`src/rtl/serial_adder_4bit.sv`:
```
// Bit-serial LSB-first adder: one full-adder cell and a carry flop, one bit per clock.
// Computes {cout, sum} = a + b + cin over WIDTH+1 cycles; the result is held until
// the next completed operation overwrites it.
module serial_adder_4bit #(
    parameter int unsigned WIDTH = 4
) (
    input  logic             clk,
    input  logic             rst_n,
    input  logic             start,
    input  logic [WIDTH-1:0] a,
    input  logic [WIDTH-1:0] b,
    input  logic             cin,
    output logic             busy,
    output logic             done,
    output logic [WIDTH-1:0] sum,
    output logic             cout
);

    localparam int unsigned CNT_W = (WIDTH > 1) ? $clog2(WIDTH) : 1;

    typedef enum logic [1:0] {
        S_IDLE,
        S_SHIFT,
        S_DONE
    } state_t;

    state_t             state_q, state_d;
    logic [WIDTH-1:0]   a_sh_q, a_sh_d;
    logic [WIDTH-1:0]   b_sh_q, b_sh_d;
    logic [WIDTH-1:0]   res_q, res_d;
    logic [WIDTH-1:0]   sum_q, sum_d;
    logic               carry_q, carry_d;
    logic               cout_q, cout_d;
    logic [CNT_W-1:0]   cnt_q, cnt_d;

    logic               bit_s;
    logic               bit_c;

    // Full-adder cell operating on the current LSBs and the running carry
    always_comb begin
        bit_s = a_sh_q[0] ^ b_sh_q[0] ^ carry_q;
        bit_c = (a_sh_q[0] & b_sh_q[0]) | (a_sh_q[0] & carry_q) | (b_sh_q[0] & carry_q);
    end

    // State and datapath registers; reset clears everything so no X reaches the outputs
    always_ff @(posedge clk or negedge rst_n) begin
        if (!rst_n) begin
            state_q <= S_IDLE;
            a_sh_q  <= '0;
            b_sh_q  <= '0;
            res_q   <= '0;
            sum_q   <= '0;
            carry_q <= 1'b0;
            cout_q  <= 1'b0;
            cnt_q   <= '0;
        end else begin
            state_q <= state_d;
            a_sh_q  <= a_sh_d;
            b_sh_q  <= b_sh_d;
            res_q   <= res_d;
            sum_q   <= sum_d;
            carry_q <= carry_d;
            cout_q  <= cout_d;
            cnt_q   <= cnt_d;
        end
    end

    // Next-state and datapath control: latch on accepted start, shift one bit per SHIFT cycle
    always_comb begin
        state_d = state_q;
        a_sh_d  = a_sh_q;
        b_sh_d  = b_sh_q;
        res_d   = res_q;
        sum_d   = sum_q;
        carry_d = carry_q;
        cout_d  = cout_q;
        cnt_d   = cnt_q;

        unique case (state_q)
            S_IDLE: begin
                if (start) begin
                    a_sh_d  = a;
                    b_sh_d  = b;
                    carry_d = cin;
                    cnt_d   = '0;
                    state_d = S_SHIFT;
                end
            end
            S_SHIFT: begin
                a_sh_d  = a_sh_q >> 1;
                b_sh_d  = b_sh_q >> 1;
                res_d   = {bit_s, res_q[WIDTH-1:1]};
                carry_d = bit_c;
                cnt_d   = cnt_q + 1'b1;
                if (cnt_q == CNT_W'(WIDTH - 1)) begin
                    // Final bit: publish the completed word directly from the cell output
                    sum_d   = {bit_s, res_q[WIDTH-1:1]};
                    cout_d  = bit_c;
                    state_d = S_DONE;
                end
            end
            S_DONE: begin
                state_d = S_IDLE;
            end
            default: begin
                state_d = S_IDLE;
            end
        endcase
    end

    // Status and result outputs
    always_comb begin
        busy = (state_q != S_IDLE);
        done = (state_q == S_DONE);
        sum  = sum_q;
        cout = cout_q;
    end

endmodule

```
`config.mk`:
```
export PLATFORM = sky130hd
export DESIGN_NAME = serial_adder_4bit
export DESIGN_NICKNAME = d
export VERILOG_FILES = /design/src/rtl/serial_adder_4bit.sv
export SDC_FILE = /design/constraint.sdc
export NUM_CORES = 1
export LEC_CHECK = 0
export BUFFER_PORTS_ARGS = -buffer_cell sky130_fd_sc_hd__buf_2
export CAP_MARGIN = 15
export CORE_MARGIN = 4
export CORE_UTILIZATION = 46
export DETAILED_ROUTE_END_ITERATION = 8
export GPL_ROUTABILITY_DRIVEN = 1
export HOLD_SLACK_MARGIN = 0.1
export PLACE_DENSITY = 0.67
export SLEW_MARGIN = 30
export SYNTH_ARGS = -nofsm -noshare
export SYNTH_HDL_FRONTEND = slang
export SYNTH_SLANG_ARGS = --single-unit
```
`constraint.sdc`:
```
create_clock -name clk -period 1.5 [get_ports clk]
set_clock_uncertainty 0.05 [all_clocks]
set_input_delay 0.15 -clock clk [delete_from_list [all_inputs] [get_ports clk]]
set_output_delay 0.15 -clock clk [all_outputs]
set_load 0.05 [all_outputs]
```
== After elaboration in Yosys (flattened, before gate mapping) ==
Index checks and enable logic that the tools add are counted.

* Equality and inequality tests: 5
* Bitwise operators: 7
* Shifts and indexed selects: 0
* Add/subtract/negate cells: 1
* Reduce and logical (&&, ||, !) cells: 6
* Multiply operators: 0
* Muxes and demuxes: 11
* Div/mod/pow operators: 0
* Magnitude comparators: 0

{| class="wikitable"
|+ Operators with widths
! kind !! count
|-
| $pmux W4 S2 || 2
|-
| $mux W4 || 2
|-
| $pmux W2 S2 || 2
|-
| $mux W2 || 3
|-
| $reduce_and A2 Y1 || 3
|-
| $eq A2 B2 Y1 const B || 2
|-
| $ne A2 B2 Y1 const B || 2
|-
| $reduce_bool A2 Y1 || 2
|-
| $and A1 B1 Y1 || 3
|-
| $add A2 B1 Y2 const B || 1
|-
| $eq A2 B1 Y1 const B || 1
|-
| $logic_not A2 Y1 || 1
|-
| $or A1 B1 Y1 || 2
|-
| $pmux W1 S2 || 1
|-
| $xor A1 B1 Y1 || 2
|-
| $mux W1 || 1
|}

* Flip-flop bits (word level): 22
* Memory bits (read-only): 0
* Output and inout port bits: 7
* Memories kept: 0
* Memory bits (writable): 0
* Latch bits: 0
* Logic and storage cells: 38

== Logic depth before layout (Yosys ltp) ==
* Depth in word-level cells: 4
* Gate-level depth with buffers: 5
* Gate-level depth less buffers: 4

== Worst setup path after synthesis ==
OpenSTA, ideal clock, no wires.

* Kind: flip-flop to output port
* Start point: register state_q[1]
* End point: output done
* Setup slack: -57 ps
* Stages on the path, launching flop included: 4
* Path buffers: 1
* Arrival time: 1357 ps
* Cell sequence: dfrtp_1 -> clkbuf_2 -> clkinv_1 -> nor2_1

* Word-level cells in the longest chain between the ends: 1

{| class="wikitable"
|+ Ends and longest elaborated chain
! what !! RTL line !! source
|-
| from (decl) || 27 || <nowiki>state_t state_q, state_d;</nowiki>
|-
| from (signal assigned) || 57 || <nowiki>state_q <= state_d;</nowiki>
|-
| $eq A2 B2 Y1 || 114 || <nowiki>done = (state_q == S_DONE);</nowiki>
|-
| to (decl) || 14 || <nowiki>output logic done,</nowiki>
|}

No other way between the ends.

== Worst setup path in the final report ==
Same ends and word-level chain as after synthesis.

==> summary by stage <==
Status
The run finished with clean final reports.

Place
The instance area at placement is 0.00103 mm2. The HPWL after detailed placement is 1310 um. The weighted congestion at the end of routability-driven global placement is 0.807. During placement, the flow inserted port buffers numbering 18. The total instance count after detailed placement is 127.

Clock tree
The TritonCTS buffer count is 3. In this run the deepest clock path goes through 2 buffers. The TritonCTS clock tree is yes.

Clock tree synthesis selected as its root buffer the cell sky130_fd_sc_hd__clkbuf_4. The clock transition at the registers of the reported paths is 0.12 ns. CTS built an H-tree with a depth of 1. Clock tree synthesis found a total of 21 sinks. The later pin in the worst-skew pair is clocked with a latency of 0.30 ns.

Layout
The library cell used most frequently in the layout, excluding fill and tap cells, is sky130_fd_sc_hd__dfrtp_1. The number of standard cells in the layout, taps in and fillers out is 139. The number of antenna cells inserted is 0. The library cells used most frequently in the layout, excluding fill and tap cells, are sky130_fd_sc_hd__dfrtp_1, sky130_fd_sc_hd__buf_2, sky130_fd_sc_hd__o22ai_1. At the end of the flow, the number of nets in the layout was 129.

The ratio of cells with drive above 1 in the final layout is 0.307. The number of fill cells in the layout is 167. Relative to the synthesized area, the layout overhead comes to 25.4%. Summing all non-filler instances in the final layout gives an area of 0.00114 mm2.

Worst setup path
In this run the worst setup path begins at state_q[1]$_DFFE_PN0P_. STA classifies the critical path startpoint as a flip-flop. The endpoint class of the critical path is an output pin. The critical path in this run is classified as reg2out. The start of the worst register-to-register path is state_q[1]$_DFFE_PN0P_.

The required arrival time at the worst endpoint is 1.30 ns. At the worst endpoint, the arrival time is 1.23 ns. The largest driver fanout on the critical path is 8. Across all register-to-register paths, the minimum setup slack is 0.12 ns.

STA
Setup repair after global routing left no endpoint under its margin. At the pin with the least slew margin, the transition time is 0.464 ns. The relative slew slack is 0.690.

The max-slew violation count is 0. The number of failing setup endpoints in the final timing report is 0. The timing-limited maximum frequency is 702 MHz.

In the finished design, the share of the clock period the worst path needs comes to 0.950. The time the final worst path needs with I/O delays and setup is 1.43 ns. The final total negative setup slack is 0 ns. The hold violation total from the final report is 0.

Global route
The initial antenna violation count is 0. The pin count of the biggest net entering global routing is 22. The total grt overflow is 0. The number of global-route vias before repair was 687. The global-route wire length before repair is 3060 um. For this run, the total global-route usage over all layers was measured as 0.154.

Floorplanning
From bottom edge to top edge, the die measures 52.5 um. In this run the horizontal extent of the chip is 52.5 um. The placeable core region is 0.00180 mm2. The count of standard-cell rows is 15. The initial core utilization is 0.506. The number of top-level pins is 19. The area enclosed by the die boundary is 0.00276 mm2.

Routing
For this block, the initial DRC count from the detailed router was 18. The number of search-and-repair iterations in the first detailed-routing pass is 4. The aggregate routed wire length is 2000 um.

The number of remaining DRC errors is 0. For this block, wires on met1 add up to 903 um. After detailed routing, the number of vias per cell comes to 5.31. The remaining antenna violation count is 0. After detailed routing, the average wire length per cell comes to 14.4 um. In the detailed route, the total length drawn on met2 is 961 um. The detailed-route via count is 738. The detailed route wirelength on metal3 is 97 um. The highest metal layer used by the detailed router is met4.

Power
The leakage power is 0.543 nW. The post-route total power is 2.51 mW. The power per standard cell area is 2200 mW/mm2. The peak supply drop is 1.33 mV.

Synth
The synthesized area per cell is 10.6 um2. The number of distinct library cells after synthesis is 19. Synthesis inferred 21 register bits.

The total number of yosys warnings is 0. When the netlist entered floorplanning its net count stood at 100. The mapped cell area is 912 um2.

For this run, the register share of the synthesized area comes to 0.576. Counting every instance in the synthesized netlist gives 86.

Hold path
The min-delay analysis places its worst path in the category in2reg. The startpoint identified for the worst hold timing path is a[1].

Run
Across the run, the number of max-cap violations was 0.
-- timing repair --
action                                 CTS  global route
setup endpoints to repair                2             2
gates resized for setup                  3             1
setup buffers                            0             2
endpoints found under the hold margin   25             1
hold buffers                             5             1
-- kinds of logic after synthesis --
logic type / synth area share
fa+ha+maj: 0.0357
simple gates: 0.108
mux: 0.0617
buf+inv: 0.0370
compound gates: 0.181
flops: 0.576
-- cells in the mapped netlist --
library cell               count  share of area
sky130_fd_sc_hd__nand2_1      13          0.054
sky130_fd_sc_hd__nor2b_4       1          0.015
sky130_fd_sc_hd__clkbuf_1      1         0.0041
sky130_fd_sc_hd__o31ai_1       1         0.0082
sky130_fd_sc_hd__fa_1          1          0.022
sky130_fd_sc_hd__mux2_2        5          0.062
sky130_fd_sc_hd__nor2b_1       1         0.0069
sky130_fd_sc_hd__o21ai_0       6          0.033
sky130_fd_sc_hd__a21oi_1       8          0.044
sky130_fd_sc_hd__clkinv_1      2         0.0082
sky130_fd_sc_hd__clkbuf_2      1         0.0055
sky130_fd_sc_hd__buf_2         2          0.011
sky130_fd_sc_hd__o22ai_1      14          0.096
sky130_fd_sc_hd__nor2_1        3          0.012
sky130_fd_sc_hd__ha_1          1          0.014
sky130_fd_sc_hd__nand2_2       1         0.0069
sky130_fd_sc_hd__inv_1         2         0.0082
sky130_fd_sc_hd__nand2b_1      2          0.014
sky130_fd_sc_hd__dfrtp_1      21           0.58
-- flip-flops by register name, summed over array words and instances, names as in the netlist --
name     cells
sum          4
res_q        3
cout         1
cnt_q        2
carry_q      1
b_sh_q       4
state_q      2
a_sh_q       4
-- area by class of cell --
cell class / instances / area, um2 / share of cell area
inverters: 4 / 18.8 / 0.0164
well taps: 25 / 31.3 / 0.0274
multi-input cells: 57 / 355 / 0.311
repair buffers: 28 / 185 / 0.162
clock buffers: 4 / 26.3 / 0.0230
flip-flops and latches: 21 / 527 / 0.461
-- per-layer routing --
layer,up-vias,GRT usage
met1,345,0.204
met4,0,0.0723
met3,4,0.0370
met5,-,0
met2,28,0.238
li1,361,-
-- worst paths after layout --
path,depth (start not counted),endpoint
max in group asynchronous,2,state_q[1]$_DFFE_PN0P_
worst min register to register,2,res_q[1]$_DFFE_PN0P_
worst min-delay path,3,a_sh_q[1]$_DFFE_PN0P_
worst max register to register,4,sum[1]$_DFFE_PN0P_
worst max-delay path,3,done
min in group asynchronous,2,sum[3]$_DFFE_PN0P_
-- through the flow --
stage / utilization / hold WS [ns] / worst slack (ns)
finish: 0.635 / 0.0999 / 0.0747
CTS: 0.619 / 0.105 / 0.00590
global placement: 0.573 / 0.0743 / 0.181
detailed placement: 0.573 / 0.0802 / 0.160
global route: 0.635 / 0.101 / 0.0132
floorplan: - / -0.196 / 0.160
-- power breakdown --
group / leakage, nW / internal [mW] / switching, mW
sequential: 0.252 / 0.832 / 0.208
clock: 0.0150 / 0.104 / 0.167
combinational: 0.276 / 0.456 / 0.748
total: 0.543 / 1.39 / 1.12
-- critical path: stages, from the launching register on --
cell and delay [ns]:
sky130_fd_sc_hd__dfrtp_2 0.46, sky130_fd_sc_hd__clkinvlp_4 0.17, sky130_fd_sc_hd__nor2_2 0.10, sky130_fd_sc_hd__buf_4 0.20
Note: power is estimated with default switching activity, not from simulation.
